$ cat src/rtl/strided_access_scheduler.sv
// strided_access_scheduler: round-robin arbiter of two requesters' strided descriptors
// onto one memory beat port, with a 2-deep descriptor FIFO per requester.
module strided_access_scheduler #(
  parameter int AW = 5,
  parameter int CW = 8,
  parameter int SW = 4
) (
  input  logic            clk,
  input  logic            rst,
  input  logic [1:0]      req_valid,
  output logic [1:0]      req_ready,
  input  logic [2*AW-1:0] req_addr,
  input  logic [2*CW-1:0] req_count,
  input  logic [2*SW-1:0] req_stride,
  input  logic [1:0]      req_wen,
  output logic            mem_valid,
  input  logic            mem_ready,
  output logic [AW-1:0]   mem_addr,
  output logic            mem_wen,
  output logic            mem_rid,
  output logic [1:0]      done,
  output logic            busy
);
  localparam int DW = AW + CW + SW + 1;
  typedef enum logic {IDLE, BURST} state_t;
  state_t        state_q, state_d;
  logic [DW-1:0] fifo_q [2][2];
  logic [DW-1:0] fifo_d [2][2];
  logic          wp_q [2];
  logic          wp_d [2];
  logic          rp_q [2];
  logic          rp_d [2];
  logic [1:0]    cnt_q [2];
  logic [1:0]    cnt_d [2];
  logic [AW-1:0] cur_addr_q, cur_addr_d;
  logic [CW-1:0] rem_q, rem_d;
  logic [SW-1:0] stride_q, stride_d;
  logic          wen_q, wen_d, rid_q, rid_d, last_q, last_d;
  logic [1:0]    done_q, done_d, ne, push, pop;
  logic          grant;
  logic [DW-1:0] head;
  logic [CW-1:0] head_count;

  always_comb begin
    ne = '0;
    req_ready = '0;
    push = '0;
    for (int i = 0; i < 2; i++) begin
      ne[i] = cnt_q[i] != 2'd0;
      req_ready[i] = cnt_q[i] != 2'd2;
      push[i] = req_valid[i] && req_ready[i];
    end
  end

  // On a tie the requester that did not win last time gets the grant
  assign grant = (&ne) ? ~last_q : ne[1];
  assign head = fifo_q[grant][rp_q[grant]];
  assign head_count = head[SW+1 +: CW];

  always_comb begin
    state_d = state_q;
    cur_addr_d = cur_addr_q;
    rem_d = rem_q;
    stride_d = stride_q;
    wen_d = wen_q;
    rid_d = rid_q;
    last_d = last_q;
    done_d = '0;
    pop = '0;
    if (state_q == IDLE) begin
      if (|ne) begin
        pop[grant] = 1'b1;
        last_d = grant;
        rid_d = grant;
        {cur_addr_d, rem_d, stride_d, wen_d} = head;
        done_d[grant] = head_count == '0;
        state_d = (head_count == '0) ? IDLE : BURST;
      end
    end else if (mem_ready) begin
      cur_addr_d = cur_addr_q + AW'(stride_q);
      rem_d = rem_q - 1'b1;
      if (rem_q == CW'(1)) begin
        state_d = IDLE;
        done_d[rid_q] = 1'b1;
      end
    end
  end

  always_comb begin
    fifo_d = fifo_q;
    for (int i = 0; i < 2; i++) begin
      wp_d[i] = wp_q[i] ^ push[i];
      rp_d[i] = rp_q[i] ^ pop[i];
      cnt_d[i] = cnt_q[i] + 2'(push[i]) - 2'(pop[i]);
      if (push[i])
        fifo_d[i][wp_q[i]] = {req_addr[i*AW +: AW], req_count[i*CW +: CW],
                              req_stride[i*SW +: SW], req_wen[i]};
    end
  end

  always_ff @(posedge clk or negedge rst) begin
    if (!rst) begin
      state_q <= IDLE;
      fifo_q <= '{default: '0};
      wp_q <= '{default: 1'b0};
      rp_q <= '{default: 1'b0};
      cnt_q <= '{default: 2'd0};
      cur_addr_q <= '0;
      rem_q <= '0;
      stride_q <= '0;
      wen_q <= 1'b0;
      rid_q <= 1'b0;
      last_q <= 1'b1;
      done_q <= '0;
    end else begin
      state_q <= state_d;
      fifo_q <= fifo_d;
      wp_q <= wp_d;
      rp_q <= rp_d;
      cnt_q <= cnt_d;
      cur_addr_q <= cur_addr_d;
      rem_q <= rem_d;
      stride_q <= stride_d;
      wen_q <= wen_d;
      rid_q <= rid_d;
      last_q <= last_d;
      done_q <= done_d;
    end
  end

  assign mem_valid = state_q == BURST;
  assign mem_addr = cur_addr_q;
  assign mem_wen = mem_valid & wen_q;
  assign mem_rid = rid_q;
  assign done = done_q;
  assign busy = mem_valid || (|ne);
endmodule

$ cat config.mk
export PLATFORM = sky130hd
export DESIGN_NAME = strided_access_scheduler
export DESIGN_NICKNAME = d
export VERILOG_FILES = /design/src/rtl/strided_access_scheduler.sv
export SDC_FILE = /design/constraint.sdc
export NUM_CORES = 1
export LEC_CHECK = 0
export BUFFER_PORTS_ARGS = -buffer_cell sky130_fd_sc_hd__buf_2
export CAP_MARGIN = 30
export CORE_MARGIN = 4
export CORE_UTILIZATION = 35
export CTS_CLUSTER_SIZE = 40
export DETAILED_ROUTE_END_ITERATION = 16
export PLACE_DENSITY = 0.63
export SLEW_MARGIN = 10
export SYNTH_ARGS = -nofsm -noshare
export SYNTH_HDL_FRONTEND = slang
export SYNTH_SLANG_ARGS = --single-unit
$ cat constraint.sdc
create_clock -name clk -period 2.25 [get_ports clk]
set_input_delay 0.1125 -clock clk [delete_from_list [all_inputs] [get_ports clk]]
set_output_delay 0.1125 -clock clk [all_outputs]
set_load 0.05 [all_outputs]
# Word-level counts from Yosys, hierarchy flattened
# Index checks and enable logic that the tools add are counted.
# classes
multipliers,0
mux,37
n_eq_ne,4
addsub,6
reduce_logical,15
shift,0
bitwise,12
div_mod_pow,0
order_cmp,10
# op_table
cell,n
$mux 36,3
$mux 18,5
$bwmux 36,2
$demux 18 s1,2
$mux 8,3
$mux 5,3
$mux 2,6
$mux 1,11
$eq 8x1->1 const B,1
$ge 2x2->1 const B,4
$logic_not 8->1,1
$not 1->2,4
$sub 8x1->8 const B,1
$logic_and 1x1->1,6
$ne 2x2->1 const B,3
$reduce_and 2->1,3
$reduce_bool 2->1,3
$add 5x4->5,1
$add 2x1->2,2
$lt 1x2->1 const B,2
$lt 2x1->1 const B,2
$sub 2x1->2,2
$xor 1x1->1,4
$and 2x2->2,1
6 further kinds,9
# word_totals
wordCells,102
latch_bits,0
input_bits,41
out_inout_bits,13
n_memories,0
ramBits,0
register_bits,103
mem_bits_ro,0

# Longest topological paths before layout
# Gate-level depths: netlist (run 1).
# logic_depth
depth_word,15
ltp_mapped,10
depth_no_buf,9

# Worst setup path before layout (run 1)
# OpenSTA, ideal clock, no wires.
# synth_timing
path_kind,flip-flop to flip-flop
start,register cnt_q[0] in the netlist's numbering
end,register fifo_q[10] in the netlist's numbering
required_time_ns,2.125
slack_ns,-0.129
path_stages_with_launch,7
t_arrival_ns,2.254
n_path_buf,2
setup_time_ns,0.125
synth_period_minus_slack_ns,2.379
cell_sequence,dfrtp_1 -> nand2b_1 -> and2_1 -> ha_1 -> clkbuf_1 -> buf_1 -> mux2_2
# synth_via
elab_chain_cells,2
# synth_lines
item,line_no,rtl
from (decl),33,logic [1:0] cnt_q [2];
from (signal assigned),120,cnt_q <= cnt_d;
$ne 2x2->1,50,req_ready[i] = cnt_q[i] != 2'd2;
net req_ready[1],11,"output logic [1:0] req_ready,"
$logic_and 1x1->1,51,push[i] = req_valid[i] && req_ready[i];
to (signal assigned),117,fifo_q <= fifo_d;
to (decl),27,logic [DW-1:0] fifo_q [2][2];
# The timed path passes the listed nets, and every way through them passes these cells.
# A chain may end at the register's enable or synchronous reset.

==> results.json, run 1 <==
{
  "post_cts_buffers": 0,
  "ant_nets": 0,
  "area_growth_pct": 17.46,
  "synth_top_area_cell": "dfrtp_1",
  "clock-sinks": 103,
  "synth-edff-count": 0,
  "wl_per_cell_um": 17.11,
  "viasPerCell": 5.221,
  "async_reset_ff_share_pct": 100.0,
  "start_kind": "flop",
  "diodes": 0,
  "finalHoldViolations": 0,
  "slowest_stage": "dfrtp_1",
  "grt_pass1_wl_mm": 19.18,
  "antenna_found_initial": 0,
  "layout_common_cells": "102 x dfrtp_1, 79 x mux2_2, 52 x buf_2, 22 x mux2i_1, 20 x buf_4",
  "grt_pass1_vias": 3707,
  "finalNetCount": 542,
  "leakage_uw": 0.002585,
  "min_path_type": "in -> reg",
  "r2r-end": "cnt_q[1]",
  "synth_top_area_share_pct": 50.31,
  "worst_slew_margin_rel_pct": 59.60,
  "core_mm2": 0.01404,
  "max_freq_mhz": 493.7,
  "ys_ff_latch": 103,
  "finalWorstSetupSlack_ns": 0.2247,
  "cts_buffer_depth": 2,
  "yosysWarnings": 0,
  "wl_mm": 11.48,
  "yosys-top-cells-area": "dfrtp_1 50%, mux2_2 18%, mux2i_1 4.3%",
  "fin_crit_ns": 2.025,
  "clock-root-buffer": "clkbuf_16",
  "ir_worst_vdd_uv": 560.3,
  "worstReg2RegStart": "cnt_q[3]",
  "ys_types": 51,
  "crit_end": "cnt_q[1]",
  "fin_skew_ns": 0.006421,
  "clk_pin_slew_worst_paths_ns": 0.06,
  "grt.overflow.total": 0,
  "start_util_pct": 36.13,
  "num_rows": 43,
  "seq_area_frac_synth_pct": 50.83,
  "ys.flop_type": "dfrtp_1",
  "cts_hold_buffers": 7,
  "port_buffers": 53,
  "synth_area_mm2": 0.005074,
  "ctsResizeCount": 0,
  "drive_gt1_share_pct": 34.42,
  "htree_levels": 3,
  "path_class": "reg -> reg",
  "ios": 54,
  "max_stage_delay_ns": 0.45,
  "holdWs_ns": 0.009251,
  "arrival_ns": 2.29,
  "die_area_mm2": 0.01649,
  "postLayoutCoreUtil_pct": 42.44,
  "r2r_slack_ns": 0.22,
  "finalPower_uw": 8919,
  "insertion_delay_ns": 0.35,
  "grt.total_usage_pct": 14.92,
  "crit_path_start": "cnt_q[3]",
  "reg2regPathDepth": 8,
  "cts_buffers": 9,
  "worst_slew_pin_slew_ns": 0.6060,
  "status": "finished clean",
  "gp_congestion": 0.8304,
  "slew_violations": 0,
  "avgSynthCellArea_um2": 12.08,
  "end_kind": "flop",
  "syn_inst": 420,
  "syn-num-nets": 476,
  "dpl.hpwl_mm": 8.521,
  "place_ws_ns": 0.2512,
  "dr.first_iter.drc_count": 130,
  "post-route-drc-count": 0,
  "crit_fanout": 6,
  "die-width_um": 128.4,
  "drv_cap": 0,
  "rsz0062_at_grt": "no",
  "setup_viol": 0,
  "critPathRequiredTime_ns": 2.52,
  "setup-tns-final_ns": 0,
  "grt_max_degree": 44,
  "fin_crit_sh_pct": 90.01,
  "crit_chain": "o21ai_0, nand2_1, nor2_1, ha_1, inv_1, ha_1, xnor2_1, xnor2_1",
  "final_common_cell": "dfrtp_1",
  "drt_first_pass_iters": 5,
  "vias": 3503,
  "die_h_um": 128.4,
  "cts_tree": "yes",
  "powerDensity_mw_per_mm2": 1497
}
-- where the power goes --
group	switching, µW	leakage [µW]	total [µW]	internal (µW)
Clock	628	0.000131	1440	813
Sequential	683	0.00122	3470	2790
Combinational	2080	0.00123	4000	1920
-- metal layers --
layer | routed length (µm) | track usage, % | vias up
met1 | 4929 | 18.27 | 1761
met2 | 5866 | 25.62 | 68
met5 | 0 | 0 | -
met4 | 216 | 4.806 | 0
met3 | 467 | 3.985 | 11
li1 | - | - | 1663
-- worst min-delay path by stage --
stage,start,to,slack [ns],depth (start not counted)
global route,req_addr[5],fifo_q[13],0.001,2
floorplan,rst,cnt_q[0],-0.18,0
global placement,rst,fifo_q[51],0.15,1
CTS,req_stride[4],fifo_q[1],0.001,2
finish,req_stride[4],fifo_q[19],0.009,2
detailed placement,rst,fifo_q[51],0.16,1
-- kinds of logic after synthesis --
group           synth area share, %
compound gates                9.667
xor+xnor                      1.726
fa+ha+maj                     3.847
buf+inv                       3.280
flops                         50.83
mux                           21.87
simple gates                  8.779
-- stage by stage --
stage,cells,cell area [µm²]
floorplan,420,5079
global placement,647,5608
detailed placement,647,5608
CTS,670,5949
global route,671,5959
finish,671,5959
-- cell type report --
cell class                 count  area [µm²]
sequential                   103        2579
fill                        1320        8083
tap                          180       225.2
clock buffer                  16       271.5
inverter                      16       60.06
timing repair buffer          80       490.5
multi-input combinational    276        2333
-- worst max-delay path: cells and delay by family (launching register included) --
| kind | cells | cell delay, ns |
|---|---|---|
| buf+inv | 1 | 0.06 |
| xor+xnor | 2 | 0.27 |
| flops | 1 | 0.45 |
| simple gates | 2 | 0.47 |
| fa+ha+maj | 2 | 0.45 |
| compound gates | 1 | 0.24 |
-- synthesized netlist by cell type (2+ instances only) --
| cell type | number |
|---|---|
| a2111oi_0 | 2 |
| a211o_1 | 3 |
| a211oi_1 | 11 |
| a21o_1 | 2 |
| a21oi_1 | 10 |
| a22oi_1 | 5 |
| and2_1 | 2 |
| buf_1 | 6 |
| buf_2 | 7 |
| clkbuf_1 | 11 |
| dfrtp_1 | 102 |
| ha_1 | 14 |
| inv_1 | 16 |
| mux2_2 | 79 |
| mux2i_1 | 22 |
| nand2_1 | 15 |
| nand2b_1 | 5 |
| nand3_1 | 6 |
| nor2_1 | 9 |
| nor2b_1 | 14 |
| nor3_1 | 6 |
| nor4_1 | 9 |
| o211ai_1 | 6 |
| o21ai_0 | 14 |
| o22ai_1 | 2 |
| o31ai_1 | 6 |
| or4_1 | 4 |
| xnor2_1 | 8 |
| xor2_1 | 2 |
-- flip-flops by register name (all words and copies together) (netlist names) --
signal,cells
stride_q,4
mem_valid,1
rem_q,8
cnt_q,4
wen_q,1
fifo_q,72
mem_addr,5
rp_q,2
mem_rid,1
done,2
wp_q,2
last_q,1
No activity file was read; power rests on OpenSTA's default activity.
==> inputs of run 2 (changes only) <==
--- a/config.mk
+++ b/config.mk
@@ -12,4 +12,5 @@
 export CTS_CLUSTER_SIZE = 40
 export DETAILED_ROUTE_END_ITERATION = 16
+export GPL_TIMING_DRIVEN = 0
 export PLACE_DENSITY = 0.63
 export SLEW_MARGIN = 10
==> constraint.sdc (replaced) <==
create_clock -name clk -period 2.25 [get_ports clk]
set_input_delay 0.1125 -clock clk [delete_from_list [all_inputs] [get_ports clk]]
set_output_delay 0.1125 -clock clk [all_outputs]
set_load 0.1 [all_outputs]
==> run 2 against run 1 <==
Cell count down 0.60%. Worst hold slack better by 0.00056 ns. Fmax down 4.2%. Wire length up 9.1%. Utilization up 0.18 points. Clock power up 9%. Non-clock buffer count down 3. Critical path depth up 2. Total power up 8.3%. Count of clock-buffer cells in the layout down 6. First-iteration DRC count up 89%. Sequential share of layout area down 0.076 points. Highest routed layer unchanged.
==> results.json, run 2 (same netlist as run 1, synthesis figures left out) <==
{
  "leakage_uw": 0.002577,
  "status": "finished clean",
  "switching_share_pct": 41.76,
  "finalPower_uw": 9662,
  "core_mm2": 0.01404,
  "cts_tree": "yes",
  "max_stage_delay_ns": 0.47,
  "fin_skew_ns": 0.005467,
  "worstReg2RegStart": "cnt_q[1]",
  "vias": 3538,
  "die-width_um": 128.4,
  "wl_per_cell_um": 18.78,
  "layout_common_cells": "97 x dfrtp_1, 79 x mux2_2, 60 x buf_2, 22 x mux2i_1, 16 x inv_1",
  "slew_violations": 0,
  "start_kind": "flop",
  "gp_congestion": 0.9071,
  "ant_nets": 0,
  "r2r_slack_ns": 0.14,
  "post-route-drc-count": 0,
  "grt_max_degree": 54,
  "area_growth_pct": 17.95,
  "viasPerCell": 5.304,
  "worstHoldPathCells": 2,
  "r2r-end": "cnt_q[3]",
  "grt_pass1_vias": 3763,
  "finalNonFillerCells": 667,
  "setup-tns-final_ns": 0,
  "clock-root-buffer": "clkbuf_16",
  "place_ws_ns": -0.4769,
  "path_class": "reg -> reg",
  "clk_pin_slew_worst_paths_ns": 0.07,
  "fin_crit_sh_pct": 93.99,
  "p_switching_uw": 4035,
  "drt_first_pass_iters": 4,
  "ir_worst_vdd_uv": 621.6,
  "grt.total_usage_pct": 16.06,
  "die_area_mm2": 0.01649,
  "antenna_found_initial": 0,
  "clock-sinks": 103,
  "crit_fanout": 10,
  "grt.overflow.total": 0,
  "dpl.hpwl_mm": 9.376,
  "cts_buffers": 9,
  "pwr-share-seq_pct": 36.5,
  "finalWorstSetupSlack_ns": 0.1353,
  "end_kind": "flop",
  "crit_family": "simple AND/OR/NAND/NOR gates",
  "drive_gt1_share_pct": 37.99,
  "placed_cells_incl_taps": 654,
  "cts_buffer_depth": 2,
  "p_clk_share_pct": 16.2,
  "min_path_type": "in -> reg",
  "hold_end": "fifo_q[42]",
  "path_buf_inv": 3,
  "dr.first_iter.drc_count": 246,
  "port_buffers": 53,
  "slowest_stage": "dfrtp_2",
  "critPathRequiredTime_ns": 2.52,
  "worst_slew_pin_slew_ns": 0.7252,
  "crit_chain": "or2_2, nand2_4, buf_6, nand2_2, inv_1, ha_1, inv_1, ha_1, xnor2_1, xnor2_1",
  "grt_pass1_wl_mm": 20.53,
  "final_common_cell": "dfrtp_1",
  "drv_cap": 0,
  "powerDensity_mw_per_mm2": 1615,
  "die_h_um": 128.4,
  "arrival_ns": 2.38,
  "p_int_uw": 5627,
  "fin_crit_ns": 2.115,
  "largest_register_ffs": 72,
  "htree_levels": 3,
  "start_util_pct": 36.13,
  "postLayoutCoreUtil_pct": 42.62,
  "finalHoldViolations": 0,
  "worst_slew_margin_rel_pct": 51.47,
  "worstHoldStart": "req_count[1]",
  "setup_viol": 0,
  "wl_mm": 12.53,
  "ios": 54,
  "insertion_delay_ns": 0.34,
  "top_register": "fifo_q",
  "max_freq_mhz": 472.9,
  "reg2regPathDepth": 10,
  "num_rows": 43,
  "pwr-share-comb_pct": 47.3,
  "rsz0062_at_grt": "yes",
  "diodes": 0,
  "finalNetCount": 539
}
[run 2: cell count changes in the layout (fill, tap and decap cells not counted), moves of 3 or more]
cell,delta
dfrtp_1,-5
dlygate4sd3_1,-6
buf_4,-15
ha_1,-3
buf_2,+8
dfrtp_2,+5
ha_2,+3
[run 2: worst max-delay path by stage]
stage,startpoint,end,slack (ns),cells past startpoint
after detailed placement,cnt_q[1],cnt_q[3],-0.48,9
after global routing,cnt_q[3],cnt_q[3],-0.02,10
after global placement,cnt_q[3],cnt_q[3],-0.45,10
final,cnt_q[1],cnt_q[3],0.14,10
after floorplan,cnt_q[0],fifo_q[10],0.01,6
after CTS,cnt_q[0],cnt_q[3],0.01,10
[run 2: final cells by class]
type	instances	area (µm²)
plain buffers	20	101.3
clock buffers	10	239.0
multi-input cells	276	2390
flip-flops and latches	103	2585
clock inverters	5	56.30
inverters	16	60.06
well taps	180	225.2
fillers	1357	8058
repair buffers	57	327.8
[run 2: worst register-to-register path, delay by kind of cell, from the launching register on]
kind	cells	cell delay [ns]
xor gates and xnor gates	2	0.26
adders and majority gates	2	0.37
buffers and inverters	3	0.32
DFF	1	0.47
and+or+nand+nor	3	0.63
[run 2: per-layer routing]
metal	track usage (%)	wire length, µm
met1	22.60	5707
met2	25.59	5938
met3	3.155	722
met4	4.057	159
met5	0	0
[run 2: power groups by stage]
stage	combinational [µW]	clock [µW]	sequential, µW
6_report	4570	1570	3530
3_3_place_gp	4360	0	3440
4_1_cts	4560	1600	3510
2_1_floorplan	3030	0	3710
5_1_grt	4980	1680	3670
3_5_place_dp	4500	0	3490
[run 2: what timing repair did]
item                                    CTS  global route
endpoints found under the hold margin    53             0
buffers inserted                          1             0
pin swaps                                 1             1
hold buffers                              2             0
endpoints found under the setup margin   47            41
cloned                                    0             0
gates resized for setup                  17             8
[run 2: per-stage QoR]
stage	hold WS, ns	area (µm²)
final	0.009814	5984
after global routing	0.005924	5984
after CTS	0.00007311	5966
after detailed placement	0.2196	5615
after global placement	0.3568	5585
after floorplan	-0.1831	5095
==> inputs of run 3 (changes only) <==
--- a/config.mk
+++ b/config.mk
@@ -10,4 +10,5 @@
 export CORE_MARGIN = 4
 export CORE_UTILIZATION = 35
+export CTS_CLUSTER_DIAMETER = 40
 export CTS_CLUSTER_SIZE = 40
 export DETAILED_ROUTE_END_ITERATION = 16
==> constraint.sdc (replaced) <==
create_clock -name clk -period 2.25 [get_ports clk]
set_input_delay 0.1125 -clock clk [delete_from_list [all_inputs] [get_ports clk]]
set_output_delay 0.1125 -clock clk [all_outputs]
set_load 0.01 [all_outputs]
==> run 3 against run 2 <==
Setup slack worse by 0.011 ns. Fmax shrank 0.50%. Combinational power shrank 17%. Worst hold slack is essentially flat. Critical path depth is the same. Clock skew is essentially flat. Register-to-register slack about the same. Cell count up 0.30%. Sequential share of layout area is 0.25 points higher. Die area did not move. Via count hardly changed. Critical path type unchanged. Largest power group unchanged.
==> results.json, run 3 (same netlist as run 1, synthesis figures left out) <==
{
  "setup_viol": 0,
  "drt_first_pass_iters": 4,
  "grt.overflow.total": 0,
  "powerDensity_mw_per_mm2": 1471,
  "dr.first_iter.drc_count": 250,
  "largest_register_ffs": 72,
  "ant_nets": 0,
  "rsz0062_at_grt": "yes",
  "cts_tree": "yes",
  "fin_skew_ns": 0.005126,
  "holdWs_ns": 0.009945,
  "post-route-drc-count": 0,
  "ios": 54,
  "wl_mm": 11.94,
  "placed_area_mm2": 0.005598,
  "htree_levels": 3,
  "start_kind": "flop",
  "finalHoldViolations": 0,
  "crit_fanout": 10,
  "finalPower_uw": 8740,
  "worst_slew_pin_slew_ns": 0.6925,
  "drv_cap": 0,
  "path_class": "reg -> reg",
  "critPathRequiredTime_ns": 2.47,
  "max_stage_delay_ns": 0.48,
  "max_freq_mhz": 470.5,
  "finalNetCount": 541,
  "fin_crit_sh_pct": 94.46,
  "die_h_um": 128.4,
  "dpl.hpwl_mm": 8.951,
  "end_kind": "flop",
  "grt_max_degree": 62,
  "insertion_delay_ns": 0.35,
  "layout_common_cells": "100 x dfrtp_1, 79 x mux2_2, 62 x buf_2, 22 x mux2i_1, 16 x inv_1",
  "top_register": "fifo_q",
  "diodes": 0,
  "area_growth_pct": 17.11,
  "grt.total_usage_pct": 15.18,
  "grt_pass1_vias": 3838,
  "cts_buffer_depth": 2,
  "final_cell_area_mm2": 0.005942,
  "slowest_stage": "dfrtp_1",
  "clock-root-buffer": "clkbuf_16",
  "viasPerCell": 5.290,
  "antenna_found_initial": 0,
  "port_buffers": 53,
  "fin_crit_ns": 2.125,
  "wl_per_cell_um": 17.85,
  "final_common_cell": "dfrtp_1",
  "die-width_um": 128.4,
  "cts_buffers": 9,
  "num_rows": 43,
  "slew_violations": 0,
  "status": "finished clean",
  "ir_worst_vdd_uv": 600.6,
  "clk_pin_slew_worst_paths_ns": 0.06,
  "gp_congestion": 0.8632,
  "leakage_uw": 0.002553,
  "grt_pass1_wl_mm": 19.64,
  "start_util_pct": 36.13,
  "clock-sinks": 103,
  "arrival_ns": 2.35,
  "crit_chain": "o21ai_4, nand2_4, buf_6, nand2_1, inv_1, ha_1, inv_1, ha_1, xnor2_1, xnor2_1",
  "postLayoutCoreUtil_pct": 42.31,
  "vias": 3539,
  "die_area_mm2": 0.01649,
  "min_path_type": "in -> reg",
  "core_mm2": 0.01404,
  "worst_slew_margin_rel_pct": 53.66,
  "drive_gt1_share_pct": 35.38
}
[run 3: cell types whose count changed in the layout (fill, tap and decap cells not counted), sizes merged]
cell / change
inv: -1
bufinv: -1
clkinv: -1
dlygate4sd3: +2
clkinvlp: -1
clkbuf: +4
[run 3: layout make-up]
type / instances / area [µm²]
flip-flops and latches: 103 / 2581
multi-input cells: 276 / 2369
clock buffers: 14 / 254.0
fillers: 1315 / 8100
clock inverters: 1 / 5.005
plain buffers: 20 / 101.3
well taps: 180 / 225.2
repair buffers: 59 / 346.6
inverters: 16 / 60.06
[run 3: power by group]
part | leakage [µW] | internal [µW] | total, µW | switching, µW
combinational | 0.00121 | 1910 | 3810 | 1900
clock | 0.000127 | 774 | 1410 | 633
sequential | 0.00122 | 2790 | 3520 | 729
[run 3: path summary, 6_finish.rpt]
path | start | endpoint | slack, ns | depth (start not counted)
max in group asynchronous | rst | fifo_q[50] | 1.36 | 3
hold reg to reg | wen_q | wen_q | 0.47 | 2
hold / removal | req_stride[6] | fifo_q[3] | 0.01 | 2
setup / recovery | cnt_q[2] | cnt_q[3] | 0.12 | 10
min in group asynchronous | rst | fifo_q[29] | 0.26 | 2
setup reg to reg | cnt_q[2] | cnt_q[3] | 0.12 | 10
[run 3: per-layer routing]
layer,share of wire [%],global-route usage (%),up-vias
li1,-,-,1666
met2,47,24.52,89
met3,5.5,4.193,16
met4,1.9,4.182,0
met1,45,20.16,1768
met5,0,0,-
[run 3: critical path: cells and delay by family, from the launching register on]
kind / cells / cell delay (ns)
flops: 1 / 0.48
fa+ha+maj: 2 / 0.45
compound gates: 1 / 0.28
buf+inv: 3 / 0.28
simple gates: 2 / 0.26
xor+xnor: 2 / 0.25
[run 3: timing repair]
action / 4_1_cts / 5_1_grt
setup buffers: 1 / 0
gates cloned: 0 / 0
setup endpoints to repair: 46 / 43
endpoints found under the hold margin: 44 / 0
pin swaps: 1 / 0
hold buffers: 4 / 0
gates resized for setup: 13 / 8
[run 3: stage by stage]
stage / cells / worst slack [ns] / setup TNS [ns]
floorplan: 420 / 0.1199 / 0
finish: 669 / 0.1247 / 0
global route: 669 / -0.01775 / -0.01775
detailed placement: 654 / -0.4381 / -11.70
global placement: 653 / -0.3877 / -12.03
CTS: 670 / 0.01481 / 0
